--- src/rtl/psum_mem_arbiter_if.sv ---
// ============================================================================
// Module   : psum_mem_arbiter_if
// Summary  : Controller, host and SRAM signal bundle for psum_mem_arbiter.
// Revision : 1.0 - initial release
// ============================================================================
`default_nettype none

interface psum_mem_arbiter_if #(
    parameter int ADDR_W = 20,
    parameter int DATA_W = 32
);
    logic              ctrl_we;
    logic [ADDR_W-1:0] ctrl_waddr;
    logic [DATA_W-1:0] ctrl_wdata;
    logic              ctrl_re;
    logic [ADDR_W-1:0] ctrl_raddr;
    logic              ctrl_stall;
    logic              ctrl_rvalid;
    logic [DATA_W-1:0] ctrl_rdata;
    logic              host_req;
    logic [ADDR_W-1:0] host_addr;
    logic              host_ready;
    logic              host_rvalid;
    logic [DATA_W-1:0] host_rdata;
    logic              sram_en;
    logic              sram_we;
    logic [ADDR_W-1:0] sram_addr;
    logic [DATA_W-1:0] sram_wdata;
    logic [DATA_W-1:0] sram_rdata;
    logic [31:0]       stall_count;

    // Requester side: controller, host and the SRAM macro's read port.
    modport master (
        output ctrl_we, ctrl_waddr, ctrl_wdata, ctrl_re, ctrl_raddr,
        output host_req, host_addr, sram_rdata,
        input  ctrl_stall, ctrl_rvalid, ctrl_rdata,
        input  host_ready, host_rvalid, host_rdata,
        input  sram_en, sram_we, sram_addr, sram_wdata, stall_count
    );

    modport slave (
        input  ctrl_we, ctrl_waddr, ctrl_wdata, ctrl_re, ctrl_raddr,
        input  host_req, host_addr, sram_rdata,
        output ctrl_stall, ctrl_rvalid, ctrl_rdata,
        output host_ready, host_rvalid, host_rdata,
        output sram_en, sram_we, sram_addr, sram_wdata, stall_count
    );
endinterface

`default_nettype wire

--- src/rtl/psum_mem_arbiter.sv ---
// ============================================================================
// Module   : psum_mem_arbiter
// Summary  : Single-port psum SRAM arbiter with a 1-entry posted-write buffer,
//            read forwarding and host starvation guard.
// Options  : PSUM_ARB_PERF_EN - builds the saturating stall-cycle counter.
// Revision : 1.0 - initial release
// ============================================================================
`default_nettype none

module psum_mem_arbiter #(
    parameter int ADDR_W        = 20,
    parameter int DATA_W        = 32,
    parameter int HOST_MAX_WAIT = 16
) (
    input  wire logic           clk,
    input  wire logic           rst_in,
    psum_mem_arbiter_if.slave   bus
);

    localparam int c_WAIT_W = $clog2(HOST_MAX_WAIT + 1);
    localparam logic [c_WAIT_W-1:0] c_WAIT_MAX = c_WAIT_W'(HOST_MAX_WAIT);

    localparam logic [1:0] c_TAG_NONE = 2'd0;
    localparam logic [1:0] c_TAG_CTRL = 2'd1;
    localparam logic [1:0] c_TAG_FWD  = 2'd2;
    localparam logic [1:0] c_TAG_HOST = 2'd3;

    logic                r_wbuf_valid;
    logic [ADDR_W-1:0]   r_wbuf_addr;
    logic [DATA_W-1:0]   r_wbuf_data;
    logic [c_WAIT_W-1:0] r_host_wait;
    logic [1:0]          r_tag;
    logic [DATA_W-1:0]   r_fwd_data;

    logic                w_sram_en;
    logic                w_sram_we;
    logic [ADDR_W-1:0]   w_sram_addr;
    logic [DATA_W-1:0]   w_sram_wdata;
    logic                w_host_ready;
    logic                w_ctrl_stall;
    logic                w_wbuf_load;
    logic                w_wbuf_clear;
    logic                w_fwd_load;
    logic [1:0]          w_tag_nxt;
    logic                w_forced;

    assign w_forced = bus.host_req && (r_host_wait == c_WAIT_MAX);

    // Access decision; reset suppresses every access and handshake.
    always_comb begin
        w_sram_en    = 1'b0;
        w_sram_we    = 1'b0;
        w_sram_addr  = '0;
        w_sram_wdata = '0;
        w_host_ready = 1'b0;
        w_ctrl_stall = 1'b0;
        w_wbuf_load  = 1'b0;
        w_wbuf_clear = 1'b0;
        w_fwd_load   = 1'b0;
        w_tag_nxt    = c_TAG_NONE;
        if (rst_in) begin
            w_tag_nxt = c_TAG_NONE;
        end else if (w_forced) begin
            w_sram_en    = 1'b1;
            w_sram_addr  = bus.host_addr;
            w_host_ready = 1'b1;
            w_ctrl_stall = bus.ctrl_we | bus.ctrl_re;
            w_tag_nxt    = c_TAG_HOST;
        end else if (bus.ctrl_re && bus.ctrl_we && r_wbuf_valid) begin
            w_sram_en    = 1'b1;
            w_sram_we    = 1'b1;
            w_sram_addr  = r_wbuf_addr;
            w_sram_wdata = r_wbuf_data;
            w_wbuf_clear = 1'b1;
            w_ctrl_stall = 1'b1;
        end else if (bus.ctrl_re) begin
            if (r_wbuf_valid && (bus.ctrl_raddr == r_wbuf_addr)) begin
                w_fwd_load = 1'b1;
                w_tag_nxt  = c_TAG_FWD;
            end else begin
                w_sram_en   = 1'b1;
                w_sram_addr = bus.ctrl_raddr;
                w_tag_nxt   = c_TAG_CTRL;
            end
            // Only reachable with an empty buffer, so the read sees pre-write data.
            w_wbuf_load = bus.ctrl_we;
        end else if (bus.ctrl_we) begin
            w_sram_en = 1'b1;
            w_sram_we = 1'b1;
            if (r_wbuf_valid) begin
                w_sram_addr  = r_wbuf_addr;
                w_sram_wdata = r_wbuf_data;
                w_wbuf_load  = 1'b1;
            end else begin
                w_sram_addr  = bus.ctrl_waddr;
                w_sram_wdata = bus.ctrl_wdata;
            end
        end else if (r_wbuf_valid) begin
            w_sram_en    = 1'b1;
            w_sram_we    = 1'b1;
            w_sram_addr  = r_wbuf_addr;
            w_sram_wdata = r_wbuf_data;
            w_wbuf_clear = 1'b1;
        end else if (bus.host_req) begin
            w_sram_en    = 1'b1;
            w_sram_addr  = bus.host_addr;
            w_host_ready = 1'b1;
            w_tag_nxt    = c_TAG_HOST;
        end
    end

    always_ff @(posedge clk) begin
        if (rst_in) begin
            r_wbuf_valid <= 1'b0;
            r_wbuf_addr  <= '0;
            r_wbuf_data  <= '0;
            r_host_wait  <= '0;
            r_tag        <= c_TAG_NONE;
            r_fwd_data   <= '0;
        end else begin
            if (w_wbuf_load) begin
                r_wbuf_valid <= 1'b1;
                r_wbuf_addr  <= bus.ctrl_waddr;
                r_wbuf_data  <= bus.ctrl_wdata;
            end else if (w_wbuf_clear) begin
                r_wbuf_valid <= 1'b0;
            end
            if (w_host_ready || !bus.host_req) begin
                r_host_wait <= '0;
            end else if (r_host_wait != c_WAIT_MAX) begin
                r_host_wait <= r_host_wait + c_WAIT_W'(1);
            end
            r_tag <= w_tag_nxt;
            if (w_fwd_load) begin
                r_fwd_data <= r_wbuf_data;
            end
        end
    end

    assign bus.sram_en     = w_sram_en;
    assign bus.sram_we     = w_sram_we;
    assign bus.sram_addr   = w_sram_addr;
    assign bus.sram_wdata  = w_sram_wdata;
    assign bus.host_ready  = w_host_ready;
    assign bus.ctrl_stall  = w_ctrl_stall;
    assign bus.ctrl_rvalid = (r_tag == c_TAG_CTRL) || (r_tag == c_TAG_FWD);
    assign bus.ctrl_rdata  = (r_tag == c_TAG_FWD)  ? r_fwd_data :
                             (r_tag == c_TAG_CTRL) ? bus.sram_rdata : '0;
    assign bus.host_rvalid = (r_tag == c_TAG_HOST);
    assign bus.host_rdata  = (r_tag == c_TAG_HOST) ? bus.sram_rdata : '0;

`ifdef PSUM_ARB_PERF_EN
    logic [31:0] r_stall_count;

    always_ff @(posedge clk) begin
        if (rst_in) begin
            r_stall_count <= '0;
        end else if (w_ctrl_stall && (r_stall_count != '1)) begin
            r_stall_count <= r_stall_count + 32'd1;
        end
    end

    assign bus.stall_count = r_stall_count;
`else
    assign bus.stall_count = '0;
`endif

endmodule

`default_nettype wire
--- src/flat_wrapper.sv ---
// flat-port wrapper written by rule: the top's interface ports become plain ports
module psum_mem_arbiter_flat 
#(
    parameter int ADDR_W        = 20,
    parameter int DATA_W        = 32,
    parameter int HOST_MAX_WAIT = 16
)
  (clk, rst_in, bus_ctrl_we, bus_ctrl_waddr, bus_ctrl_wdata, bus_ctrl_re, bus_ctrl_raddr, bus_host_req, bus_host_addr, bus_sram_rdata, bus_ctrl_stall, bus_ctrl_rvalid, bus_ctrl_rdata, bus_host_ready, bus_host_rvalid, bus_host_rdata, bus_sram_en, bus_sram_we, bus_sram_addr, bus_sram_wdata, bus_stall_count);
  psum_mem_arbiter_if #(.ADDR_W(ADDR_W), .DATA_W(DATA_W)) bus_i ();
  input  wire logic clk;
  input  wire logic rst_in;
  input wire logic [$bits(bus_i.ctrl_we)-1:0] bus_ctrl_we;
  input wire logic [$bits(bus_i.ctrl_waddr)-1:0] bus_ctrl_waddr;
  input wire logic [$bits(bus_i.ctrl_wdata)-1:0] bus_ctrl_wdata;
  input wire logic [$bits(bus_i.ctrl_re)-1:0] bus_ctrl_re;
  input wire logic [$bits(bus_i.ctrl_raddr)-1:0] bus_ctrl_raddr;
  input wire logic [$bits(bus_i.host_req)-1:0] bus_host_req;
  input wire logic [$bits(bus_i.host_addr)-1:0] bus_host_addr;
  input wire logic [$bits(bus_i.sram_rdata)-1:0] bus_sram_rdata;
  output wire logic [$bits(bus_i.ctrl_stall)-1:0] bus_ctrl_stall;
  output wire logic [$bits(bus_i.ctrl_rvalid)-1:0] bus_ctrl_rvalid;
  output wire logic [$bits(bus_i.ctrl_rdata)-1:0] bus_ctrl_rdata;
  output wire logic [$bits(bus_i.host_ready)-1:0] bus_host_ready;
  output wire logic [$bits(bus_i.host_rvalid)-1:0] bus_host_rvalid;
  output wire logic [$bits(bus_i.host_rdata)-1:0] bus_host_rdata;
  output wire logic [$bits(bus_i.sram_en)-1:0] bus_sram_en;
  output wire logic [$bits(bus_i.sram_we)-1:0] bus_sram_we;
  output wire logic [$bits(bus_i.sram_addr)-1:0] bus_sram_addr;
  output wire logic [$bits(bus_i.sram_wdata)-1:0] bus_sram_wdata;
  output wire logic [$bits(bus_i.stall_count)-1:0] bus_stall_count;
  assign bus_i.ctrl_we = bus_ctrl_we;
  assign bus_i.ctrl_waddr = bus_ctrl_waddr;
  assign bus_i.ctrl_wdata = bus_ctrl_wdata;
  assign bus_i.ctrl_re = bus_ctrl_re;
  assign bus_i.ctrl_raddr = bus_ctrl_raddr;
  assign bus_i.host_req = bus_host_req;
  assign bus_i.host_addr = bus_host_addr;
  assign bus_i.sram_rdata = bus_sram_rdata;
  assign bus_ctrl_stall = bus_i.ctrl_stall;
  assign bus_ctrl_rvalid = bus_i.ctrl_rvalid;
  assign bus_ctrl_rdata = bus_i.ctrl_rdata;
  assign bus_host_ready = bus_i.host_ready;
  assign bus_host_rvalid = bus_i.host_rvalid;
  assign bus_host_rdata = bus_i.host_rdata;
  assign bus_sram_en = bus_i.sram_en;
  assign bus_sram_we = bus_i.sram_we;
  assign bus_sram_addr = bus_i.sram_addr;
  assign bus_sram_wdata = bus_i.sram_wdata;
  assign bus_stall_count = bus_i.stall_count;
  psum_mem_arbiter #(.ADDR_W(ADDR_W), .DATA_W(DATA_W), .HOST_MAX_WAIT(HOST_MAX_WAIT)) u_core (.clk(clk), .rst_in(rst_in), .bus(bus_i));
endmodule
--- config.mk ---
export PLATFORM = sky130hd
export DESIGN_NAME = psum_mem_arbiter_flat
export DESIGN_NICKNAME = d
export VERILOG_FILES = /design/src/rtl/psum_mem_arbiter_if.sv /design/src/rtl/psum_mem_arbiter.sv /design/src/flat_wrapper.sv
export SDC_FILE = /design/constraint.sdc
export NUM_CORES = 1
export LEC_CHECK = 0
export CAP_MARGIN = 10
export CORE_ASPECT_RATIO = 1.5
export CORE_UTILIZATION = 35
export DETAILED_ROUTE_END_ITERATION = 16
export MAX_ROUTING_LAYER = met4
export PLACE_DENSITY = 0.7
export SETUP_SLACK_MARGIN = 0.2
export SLEW_MARGIN = 10
export SYNTH_ARGS = -nofsm -noshare
export SYNTH_HDL_FRONTEND = slang
export SYNTH_SLANG_ARGS = --single-unit
--- constraint.sdc ---
create_clock -name clk -period 2.3 [get_ports clk]
set_input_delay 0.23 -clock clk [delete_from_list [all_inputs] [get_ports clk]]
set_output_delay 0.23 -clock clk [all_outputs]
set_load 0.02 [all_outputs]
After elaboration in Yosys (flattened, before gate mapping)

Index checks and enable logic that the tools add are counted.

Bits in registers: 92
Latch bits: 0
Memory bits (writable): 0
ROM bits: 0
Output and inout port bits: 154
Word-level logic and storage cells: 89
Memories kept: 0

Add/sub/neg operators: 1
Multiply operators: 0
Divide/modulo/power cells: 0
Magnitude comparators: 0
Equality and inequality tests: 6
Shift-type cells: 0
Multiplexer cells: 66
Bitwise gates (word level): 1
Reductions and logical operators: 9

Operators with widths:

| kind                | count |
|---|---|
| $mux 32             | 10 |
| $mux 20             | 9 |
| $mux 1              | 40 |
| $eq 20x20->1        | 1 |
| $mux 2              | 7 |
| $add 5x1->5 const B | 1 |
| $eq 5x5->1 const B  | 1 |
| $ne 5x5->1 const B  | 1 |
| $eq 2x2->1 const B  | 2 |
| $logic_and 1x1->1   | 4 |
| $eq 2x1->1 const B  | 1 |
| $logic_or 1x1->1    | 2 |
| $reduce_bool 2->1   | 1 |
| $reduce_or 2->1     | 1 |
| $logic_not 1->1     | 1 |
| $or 1x1->1          | 1 |

Longest topological paths before layout

Depth in word-level cells: 9
Gate-level depth with buffers: 11

Least setup slack after synthesis

No wires, ideal clock.

Kind: reg2out
From: register u_core.r_host_wait[0]
To: output port bus_sram_addr[19]
Arrival: 1.831 ns
Path slack: 0.239 ns
Stages on the path, launching flop included: 9
Buffers on the path: 2
Cell sequence: dfxtp_1 inv_1 ha_1 and4bb_1 buf_2 and2_1 buf_2 a211oi_1 o32ai_1

Longest elaborated chain between the ends: 4

RTL lines:

| item                     | line                    | text |
|---|---|---|
| start: declaration       | psum_mem_arbiter.sv:31  | `logic [c_WAIT_W-1:0] r_host_wait;` |
| start signal: assignment | psum_mem_arbiter.sv:131 | `r_host_wait <= r_host_wait + c_WAIT_W'(1);` |
| $eq 5x5->1               | psum_mem_arbiter.sv:47  | `assign w_forced = bus.host_req && (r_host_wait == c_WAIT_MAX);` |
| $logic_and 1x1->1        | psum_mem_arbiter.sv:47  |  |
| $mux 20                  | psum_mem_arbiter.sv:63  | `end else if (w_forced) begin` |
| $mux 20                  | psum_mem_arbiter.sv:61  | `if (rst_in) begin` |
| end: declaration         | flat_wrapper.sv:28      | `output wire logic [$bits(bus_i.sram_addr)-1:0] bus_sram_addr;` |

Every way passes these cells.

Worst setup path in the final report

From: register u_core.r_wbuf_addr[0]
To: output port bus_sram_addr[10]

Longest elaborated chain between the ends: 7

RTL lines:

| item                     | line                    | text |
|---|---|---|
| start: declaration       | psum_mem_arbiter.sv:29  | `logic [ADDR_W-1:0] r_wbuf_addr;` |
| start signal: assignment | psum_mem_arbiter.sv:123 | `r_wbuf_addr <= bus.ctrl_waddr;` |
| $eq 20x20->1             | psum_mem_arbiter.sv:77  | `if (r_wbuf_valid && (bus.ctrl_raddr == r_wbuf_addr)) begin` |
| $logic_and 1x1->1        | psum_mem_arbiter.sv:77  |  |
| $mux 20                  | psum_mem_arbiter.sv:77  |  |
| $mux 20                  | psum_mem_arbiter.sv:76  | `end else if (bus.ctrl_re) begin` |
| $mux 20                  | psum_mem_arbiter.sv:69  | `end else if (bus.ctrl_re && bus.ctrl_we && r_wbuf_valid) begin` |
| $mux 20                  | psum_mem_arbiter.sv:63  |  |
| $mux 20                  | psum_mem_arbiter.sv:61  |  |

Every way passes these cells.

==> results.py <==
metrics = {
    "cts": {
        "clock_latency_ns": 0.35,
        "cts_tree": "built",
        "holdBufCountCts": 0,
        "cts.sinks": 92,
        "cts_buffers": 9,
        "cts_buffer_depth": 2,
        "clkTransAtPathRegs_ns": 0.07,
        "htree_levels": 3,
        "cts-root-buf": "clkbuf_16",
    },
    "global_routing": {
        "antenna_found_initial": 0,
        "use_met3_pct": 3.07,
        "overflow": 0,
        "grt_pass1_vias": 6213,
        "gr-usage-met1_pct": 24.8,
        "grt_max_degree": 63,
        "busiest_layer": "met2",
        "grt_usage_pct": 23.2,
        "grtUsageMet2_pct": 43.1,
        "grt_pass1_wl_um": 31400,
    },
    "setup_path": {
        "max_stage_delay_ns": 0.39,
        "crit_type": "flip-flop to output pin",
        "crit_path_start_kind": "flip-flop",
        "cpMostUsedCell": "buf_6",
        "cp-end-kind": "output pin",
        "path_buf_inv": 3,
        "critPathMaxFanout": 7,
        "crit_family": "simple AND/OR/NAND/NOR gates",
        "crit_slowest_cell": "nor4_2",
        "cp_cell_sequence": "xnor2_1, buf_4, nand4_1, nor4_2, a21boi_2, buf_6, a32o_2, buf_6",
        "cp_data_required_time_ns": 2.07,
        "critical_path_arrival_ns": 2.22,
    },
    "synth": {
        "synthCells": 763,
        "ys_seq_elements": 92,
        "synthArstFlopShare_pct": 0,
        "synth_warnings": 0,
        "synth.avg_cell_area_um2": 7.95,
        "synthFlopType": "dfxtp_1",
        "synth_xor_area_share_pct": 3.47,
        "synth_simple_gate_area_share_pct": 27.2,
        "synth_edf_count": 0,
        "synthAdderAreaFrac_pct": 1.03,
        "ys_types": 41,
        "synth_top_family_by_area": "simple AND/OR/NAND/NOR gates",
        "ys_seq_area_share_pct": 30.4,
        "netlist_area_um2": 6060,
        "synth_compound_area_share_pct": 22.6,
        "synthMuxAreaShare_pct": 5.28,
    },
    "finish": {
        "final_cells": 1281,
        "fin_util_pct": 63.0,
        "diodes": 0,
        "syn2layout_area_growth_pct": 74.9,
        "fin_area_um2": 10600,
        "final_common_cell": "clkdlybuf4s50_1",
        "nNetsFinal": 1200,
        "layout_common_cells": "clkdlybuf4s50_1 (120), nand2b_1 (105), dfxtp_1 (82)",
        "drive_gt1_share_pct": 32.1,
    },
    "placed_design": {
        "dp_slack_ns": -0.575,
        "port_buffers": 250,
        "gp_congestion": 0.816,
        "dp_hpwl_um": 14800,
        "placed_area_um2": 9050,
        "dp.cells": 1231,
    },
    "die": {
        "die_w_um": 109,
        "design.die.area_um2": 17900,
        "die_h_um": 163,
        "io_pins": 283,
        "core-area_um2": 16800,
        "rows": 58,
        "start_util_pct": 36.0,
    },
    "sta": {
        "hold_violations": 0,
        "finalClockSkew_ns": 0.0123,
        "fin_crit_sh_pct": 107,
        "rsz0062_at_grt": "true",
        "worst_slack_ns": -0.152,
        "finalCriticalPeriod_ns": 2.45,
        "holdWs_ns": 0.314,
        "max_freq_ghz": 0.408,
        "drv_slew": 0,
        "fin_setup_tns_ns": -2.38,
        "final-setup-viol-count": 18,
    },
    "drt": {
        "wl_per_cell_um": 17.8,
        "via_count": 6607,
        "first_iter_violations": 228,
        "first_pass_iters": 4,
        "drc": 0,
        "detail-route-antenna-nets": 0,
        "vias_per_cell": 5.16,
        "wl_um": 22800,
    },
    "pwr": {
        "power_mw": 4.75,
        "peakVddDrop_mv": 0.464,
        "power_density_nw_per_um2": 448,
        "p_leak_nw": 4.55,
    },
    "hold_path": {
        "hp-class": "input pin to flip-flop",
    },
    "outcome": {
        "violations": "setup timing",
        "outcome": "finished with violations",
    },
    "job": {
        "drv_cap": 0,
    },
}
[state kept, by name, summed over array words and instances (netlist names)]
register,cells
u_core.r_fwd_data,32
u_core.r_wbuf_data,32
u_core.r_wbuf_addr,20
u_core.r_host_wait,5
u_core.r_tag,2
u_core.r_wbuf_valid,1
[report_power, final]
part / total [mW] / internal, mW / switching [mW]
registers: 1.71 / 1.66 / 0.0481
clock network: 1.60 / 0.871 / 0.726
logic: 1.45 / 0.731 / 0.714
total: 4.75 / 3.26 / 1.49
[cell usage after synthesis, drive strengths merged, types with 3 or more instances]
| cell type | instances | area (um2) |
|---|---|---|
| clkbuf | 47 | 176 |
| nand4 | 7 | 43.8 |
| o21ai | 56 | 280 |
| ha | 5 | 62.6 |
| nand3 | 3 | 15.0 |
| nor2b | 22 | 138 |
| a32o | 18 | 180 |
| a22oi | 53 | 398 |
| mux2i | 32 | 320 |
| nand2 | 79 | 297 |
| a22o | 31 | 272 |
| and2 | 35 | 219 |
| inv | 7 | 26.3 |
| nor3 | 3 | 26.3 |
| buf | 50 | 402 |
| a21oi | 3 | 15.0 |
| dfxtp | 92 | 1840 |
| nor4 | 3 | 18.8 |
| nand2b | 105 | 657 |
| xnor2 | 22 | 193 |
| o211ai | 19 | 143 |
| nor2 | 51 | 191 |
[cells by family after synthesis]
kind of cell,Yosys count
AO/OA/AOI/OAI,191
XOR/XNOR,24
adder cells (fa/ha/maj),5
buffers and inverters,104
flip-flops,92
multiplexers,32
other,1
AND/OR/NAND/NOR,314
[area by class of cell]
type | count | area, um2
Inverter | 7 | 26.3
Sequential cell | 92 | 1860
Clock buffer | 9 | 225
Multi-Input combinational cell | 598 | 4400
Fill cell | 1452 | 6230
Timing Repair Buffer | 358 | 3740
Tap cell | 210 | 263
Clock inverter | 7 | 87.6
[repair_timing]
action,4_1_cts,5_1_grt
endpoints found under the setup margin,151,139
gates cloned,2,12
pin swaps,16,84
gates resized for setup,372,337
buffers inserted,11,9
[metal layers]
metal	part of all wire, %	wire length, um
met4	2.7	612
met5	0	0
met2	55	12500
met1	37	8490
met3	5.3	1200
[worst min-delay path, cell delays in order]
cell and delay [ns]:
buf_2 0.18, nand2b_1 0.15, o21ai_2 0.06
[worst paths after layout]
check	slack, ns	endpoint	from	cells after the start
max	-0.15	bus_sram_addr[10]	u_core.r_wbuf_addr[0]	8
min	0.31	u_core.r_wbuf_addr[18]	rst_in	3
max reg2reg	0.06	u_core.r_wbuf_data[11]	u_core.r_host_wait[0]	10
min reg2reg	0.48	u_core.r_fwd_data[9]	u_core.r_fwd_data[9]	2
(Power assumes the default switching activity.)
==> RTL change 1: new RTL, config.mk and constraints unchanged <==
`ADDR_W` is set to 20 in 3 places; all go to 30.
--- a/src/rtl/psum_mem_arbiter_if.sv
+++ b/src/rtl/psum_mem_arbiter_if.sv
@@ -6,7 +6,7 @@
 `default_nettype none
 
 interface psum_mem_arbiter_if #(
-    parameter int ADDR_W = 20,
+    parameter int ADDR_W = 30,
     parameter int DATA_W = 32
 );
     logic              ctrl_we;
--- a/src/rtl/psum_mem_arbiter.sv
+++ b/src/rtl/psum_mem_arbiter.sv
@@ -8,7 +8,7 @@
 `default_nettype none
 
 module psum_mem_arbiter #(
-    parameter int ADDR_W        = 20,
+    parameter int ADDR_W        = 30,
     parameter int DATA_W        = 32,
     parameter int HOST_MAX_WAIT = 16
 ) (
--- a/src/flat_wrapper.sv
+++ b/src/flat_wrapper.sv
@@ -1,7 +1,7 @@
 // flat-port wrapper written by rule: the top's interface ports become plain ports
 module psum_mem_arbiter_flat 
 #(
-    parameter int ADDR_W        = 20,
+    parameter int ADDR_W        = 30,
     parameter int DATA_W        = 32,
     parameter int HOST_MAX_WAIT = 16
 )
Interface: changed (resized bus_ctrl_raddr, bus_ctrl_waddr, bus_host_addr and bus_sram_addr); port bits go from 283 to 323. The function was not compared with the original's and may differ.
==> RTL change 1 against the unedited design <==
- sequential power increased by 11%
- combinational power increased by 36%
- power increased by 13%
- area after synthesis increased by 8.8%
- clock skew fell by 0.0038 ns
- largest power group is now combinational cells
- wire length grew 41%
- sequential cell count rose by 10
- the run ends with design-rule violations, negative setup slack left
- setup slack worse by 0.18 ns
- final area rose by 21%
==> RTL change 1: results (changes against the unedited design) <==
Logic synthesis
  • Synth unique cells: 45 (+9.8%)
  • Synth Area in XOR/XNOR: 4.51% (+1.0 points)
  • Synth Flop Type: dfxtp_1
  • Mean area per synthesized cell: 7.65 um2 (-3.7%)
  • Top post-synthesis cells by count: nand2_1 (164), dfxtp_1 (102), nor2_1 (71)
  • Dominant cells by area after synthesis: dfxtp_1 (31%), nand2_1 (9.3%), a22o_1 (8.1%)
  • Synth warn: 0 (unchanged)
  • Register area share after synthesis: 31.0% (+0.58 points)
  • Synth Area in Adders: 0.948% (-0.083 points)
  • Post-synth ARST share: 0% (unchanged)
  • Post-synthesis mux area share: 4.86% (-0.43 points)
  • Synth Area in Compound Gates: 28.6% (+6.1 points)

Clock network
  • Root Buffer: clkbuf_16
  • Reg clk slew, reported paths: 0.08 ns
  • Clock H-tree levels: 3 (unchanged)
  • CTS buffer count: 9 (unchanged)
  • Skew-Pair Late Insertion Delay: 0.35 ns (about the same)
  • CTS max path bufs: 2 (unchanged)

Global route
  • First-pass GRT wire length: 42.0 mm (+34%)
  • Vias in the first global route: 7,838 (+26%)
  • GRT Total Usage: 29.0% (+5.8 points)
  • Initial antenna violation count: 0 (unchanged)
  • Largest net degree at the start of global routing: 56 (-11%)

Detailed routing
  • DR DRC count: 2 (+2)
  • DR vias: 8,314 (+26%)
  • Wire length on met2: 17.6 mm (+41%)
  • M1 WL: 10.7 mm (+26%)
  • Final wirelength: 32.1 mm (+41%)
  • DR iter-0 viols: 419 (+84%)
  • DR top layer: met4
  • 1st-pass router iterations: 11 (+7)
  • Met3 wire len: 1.96 mm (+64%)
  • Wirelength per Cell: 21.2 um (+19%)

Pwr
  • Sequential power share: 35.4% (-0.5 points)
  • Leak: 0.00574 uW (+26%)
  • Switching Fraction: 33.3% (+2.0 points)
  • Worst VDD drop: 0.369 mV (-20%)
  • Pwr Density: 420 mW/mm2 (-6.3%)
  • P_clk: 1500 uW (-6%)

Placement
  • # placed instances: 1,435 (+17%)
  • Dpl ws: -0.854 ns (-0.279 ns)
  • Post-DP HPWL: 18.7 mm (+27%)
  • Dpl cell area: 0.0106 mm2 (+17%)
  • Gp weighted congestion: 0.913 (+12%)
  • Port bufs: 290 (+16%)

STA
  • Final setup margin: -0.332 ns (-0.180 ns)
  • Max-slew headroom: 66.1%
  • Clock skew: 0.00846 ns (-0.00381 ns)
  • Total Neg Setup Slack: -9.28 ns (-6.90 ns)
  • Final Setup Violations: 32 (+14)

Worst setup path
  • Critical Path Fanout Max: 23 (+16)
  • Critical Path AT: 2.40 ns (+0.18 ns)

Outcome
  • Run status: finished, violations left
  • Failing checks: design-rule violations, negative setup slack

Cells and area
  • Share of layout cells above drive strength 1: 40.3% (+8.1 points)
  • Regs by FF count: u_core.r_fwd_data (32), u_core.r_wbuf_data (32), u_core.r_wbuf_addr (30)
  • Antenna cells: 0 (unchanged)
  • Nets@finish: 1,424 (+19%)

Worst hold path
  • Hold crit path type: flop to flop
## RTL change 1: changes by cell type in the layout (fill, tap and decap cells not counted), moves of 17 or more
cell / unedited run / this run
clkdlybuf4s50_1: 120 / 150
buf_6: 72 / 51
a221oi_1: 0 / 30
nor2b_1: 21 / 1
a22o_1: 31 / 61
buf_4: 64 / 118
a211oi_2: 1 / 29
nor2_1: 17 / 37
nand2_1: 49 / 107
nand2_4: 13 / 30
nand2b_1: 105 / 1
a22oi_1: 51 / 16
## RTL change 1: worst paths after layout
kind                          from                     end  slack [ns]  cells past startpoint
max          u_core.r_wbuf_addr[0]       bus_sram_addr[27]       -0.33                      7
min          u_core.r_fwd_data[28]   u_core.r_fwd_data[28]        0.46                      2
max reg2reg  u_core.r_host_wait[0]  u_core.r_wbuf_data[10]        0.01                     14
min reg2reg  u_core.r_fwd_data[28]   u_core.r_fwd_data[28]        0.46                      2
## RTL change 1: what timing repair did
action,CTS,global route
endpoints found under the setup margin,158,201
buffers inserted,25,10
hold buffers,0,0
resized for setup,603,230
pin swaps,46,87
gates cloned,14,17
## RTL change 1: area by class of cell
class / instances / area (um2)
Timing Repair Buffer: 472 / 5010
Inverter: 8 / 31.3
Multi-Input combinational cell: 667 / 5110
Fill cell: 1433 / 5670
Clock buffer: 9 / 225
Tap cell: 252 / 315
Clock inverter: 6 / 55.1
Sequential cell: 102 / 2050
## RTL change 1: worst max-delay path, cell delays in order (launching register included)
cell and delay [ns]:
dfxtp_1 0.35, xnor2_2 0.30, nand4_1 0.13, or4_4 0.58, buf_12 0.18, o211ai_1 0.21
a211oi_2 0.10, buf_2 0.18
## RTL change 1: routing by layer
metal  global-route usage (%)  up-vias
met5                        -        -
met3                     3.63      114
met2                     54.8      446
met1                     28.0     3928
met4                     16.7        0
li1                         -     3826
==> RTL change 2: new RTL, config.mk and constraints unchanged <==
Made on the original files. The option `PSUM_ARB_PERF_EN` is turned on by a define.
--- a/src/rtl/psum_mem_arbiter.sv
+++ b/src/rtl/psum_mem_arbiter.sv
@@ -6,6 +6,8 @@
 // Revision : 1.0 - initial release
 // ============================================================================
 `default_nettype none
+
+`define PSUM_ARB_PERF_EN
 
 module psum_mem_arbiter #(
     parameter int ADDR_W        = 20,
Function: changed (a bounded check fails within 4 cycles, from zero or initial values and one cycle with rst_in high).
==> RTL change 2 against the unedited design <==
- the flow still finishes with violations (negative setup slack)
- final area grew 28%
- global-route usage increased by 3.2 points
- utilization shrank 0.13 points
- setup slack worse by 0.051 ns
- power grew 36%
- non-clock buffer count increased by 86
- clock skew shrank 0.0027 ns
- via count increased by 42%
- wire length rose by 30%
- area after synthesis rose by 26%
- sequential cell count up 32
- register-to-register slack lost 0.25 ns
==> RTL change 2: results (changes against the unedited design) <==
Worst setup path
  • Critical Path Fanout Max: 10 (+3)
  • CP max stage delay: 0.51 ns (+0.12 ns)

Global route
  • Vias in the first global route: 9,002 (+45%)
  • Met2 Use GR: 48.2% (+5.1 points)
  • First-pass GRT wire length: 45.5 mm (+45%)
  • Met3 usage: 3.70% (+0.63 points)
  • M1 GR Usage: 27.2% (+2.5 points)
  • Largest net degree at the start of global routing: 60 (-4.8%)

Detailed routing
  • Final wirelength: 29.6 mm (+30%)
  • DR vias: 9,356 (+42%)
  • DR iter-0 viols: 571 (+150%)

Logic synthesis
  • Register area share after synthesis: 32.4% (+2.0 points)
  • Synth unique cells: 48 (+17%)
  • Synth Area in XOR/XNOR: 3.09% (-0.38 points)
  • Synth Area in Compound Gates: 22.3% (-0.31 points)
  • Synth Area in Adders: 0.979% (-0.052 points)
  • Dominant cells by area after synthesis: dfxtp_1 (32%), nand2_1 (11%), a21oi_1 (8.8%)
  • Top post-synthesis cells by count: nand2_1 (219), a21oi_1 (135), dfxtp_1 (124)

Placement
  • Post-DP HPWL: 20.3 mm (+37%)
  • Gp weighted congestion: 0.904 (+11%)

STA
  • Final Setup Violations: 72 (+54)
  • Final setup margin: -0.203 ns (-0.0508 ns)
  • Clock skew: 0.00955 ns (-0.00273 ns)
  • Total Neg Setup Slack: -8.85 ns (-6.47 ns)

Outcome
  • Failing checks: negative setup slack
  • Run status: finished, violations left

Cells and area
  • Nets@finish: 1,584 (+32%)
  • Share of layout cells above drive strength 1: 30.5% (-1.6 points)

Pwr
  • Worst VDD drop: 0.361 mV (-22%)

Clock network
  • Skew-Pair Late Insertion Delay: 0.42 ns (+0.07 ns)
  • Clock H-tree levels: 4 (+1)
-- RTL change 2: cell count changes in the layout (fill, tap and decap cells not counted), moves of 30 or more --
cell,unedited run,this run
a21oi_1,1,108
a22o_1,31,0
buf_4,64,112
clkdlybuf4s50_1,120,157
conb_1,32,0
nand2_1,49,213
nand2b_1,105,3
or3_1,1,31
-- RTL change 2: power by group --
part / total (uW) / switching, uW / internal [uW] / leakage [uW]
logic: 1300 / 664 / 636 / 0.00385
clock network: 2920 / 1040 / 1880 / 0.000310
registers: 2230 / 36.1 / 2190 / 0.00101
total: 6450 / 1740 / 4700 / 0.00518
-- RTL change 2: worst paths after layout --
kind	from	to	slack (ns)	cells past startpoint
max	u_core.r_wbuf_addr[4]	bus_sram_addr[19]	-0.20	7
min	rst_in	u_core.r_wbuf_addr[2]	0.08	2
max reg2reg	u_core.r_wbuf_addr[4]	u_core.r_fwd_data[15]	-0.19	9
min reg2reg	u_core.r_fwd_data[19]	u_core.r_fwd_data[19]	0.46	2
-- RTL change 2: final cells by class --
type	count	area share (%)
Timing Repair Buffer	444	32.2
Clock inverter	13	1.39
Tap cell	272	2.51
Sequential cell	124	18.5
Multi-Input combinational cell	829	41.1
Inverter	33	0.914
Clock buffer	19	3.34
-- RTL change 2: cells by family after synthesis --
family / Yosys count
and+or+nand+nor: 477
AOI/OAI and AO/OA: 275
DFF: 124
buffers and inverters: 120
muxes: 41
xor gates and xnor gates: 27
adders and majority gates: 6
-- RTL change 2: worst reg2reg max path: stages (launching register included) --
cell and delay, ns:
dfxtp_2 0.33, xnor2_1 0.16, nand4_1 0.20, or4_4 0.51, buf_4 0.18, buf_4 0.14
nor4_4 0.13, buf_6 0.16, bufbuf_16 0.27, mux2_4 0.29
-- RTL change 2: timing repair --
| action | in CTS | in global routing |
|---|---|---|
| pin swaps | 43 | 45 |
| cloned | 9 | 0 |
| setup endpoints to repair | 168 | 149 |
| buffers inserted | 23 | 14 |
| gates resized for setup | 435 | 170 |
-- RTL change 2: routing by layer --
layer  vias up  wire [um]
li1       4495          -
met1      4370      10800
met4         0       1290
met2       394      15800
met3        97       1740
met5         -          0
-- RTL change 2: per-stage QoR --
| step | instances | cell area (um2) | power, uW | setup slack, ns |
|---|---|---|---|---|
| CTS | 1720 | 13100 | 6460 | -0.249 |
| global route | 1734 | 13500 | 6710 | -0.280 |
| floorplan | 1070 | 7960 | 2840 | 0.107 |
| global placement | 1656 | 11800 | 3490 | -0.729 |
| detailed placement | 1656 | 11800 | 3500 | -0.700 |
| finish | 1734 | 13500 | 6450 | -0.203 |
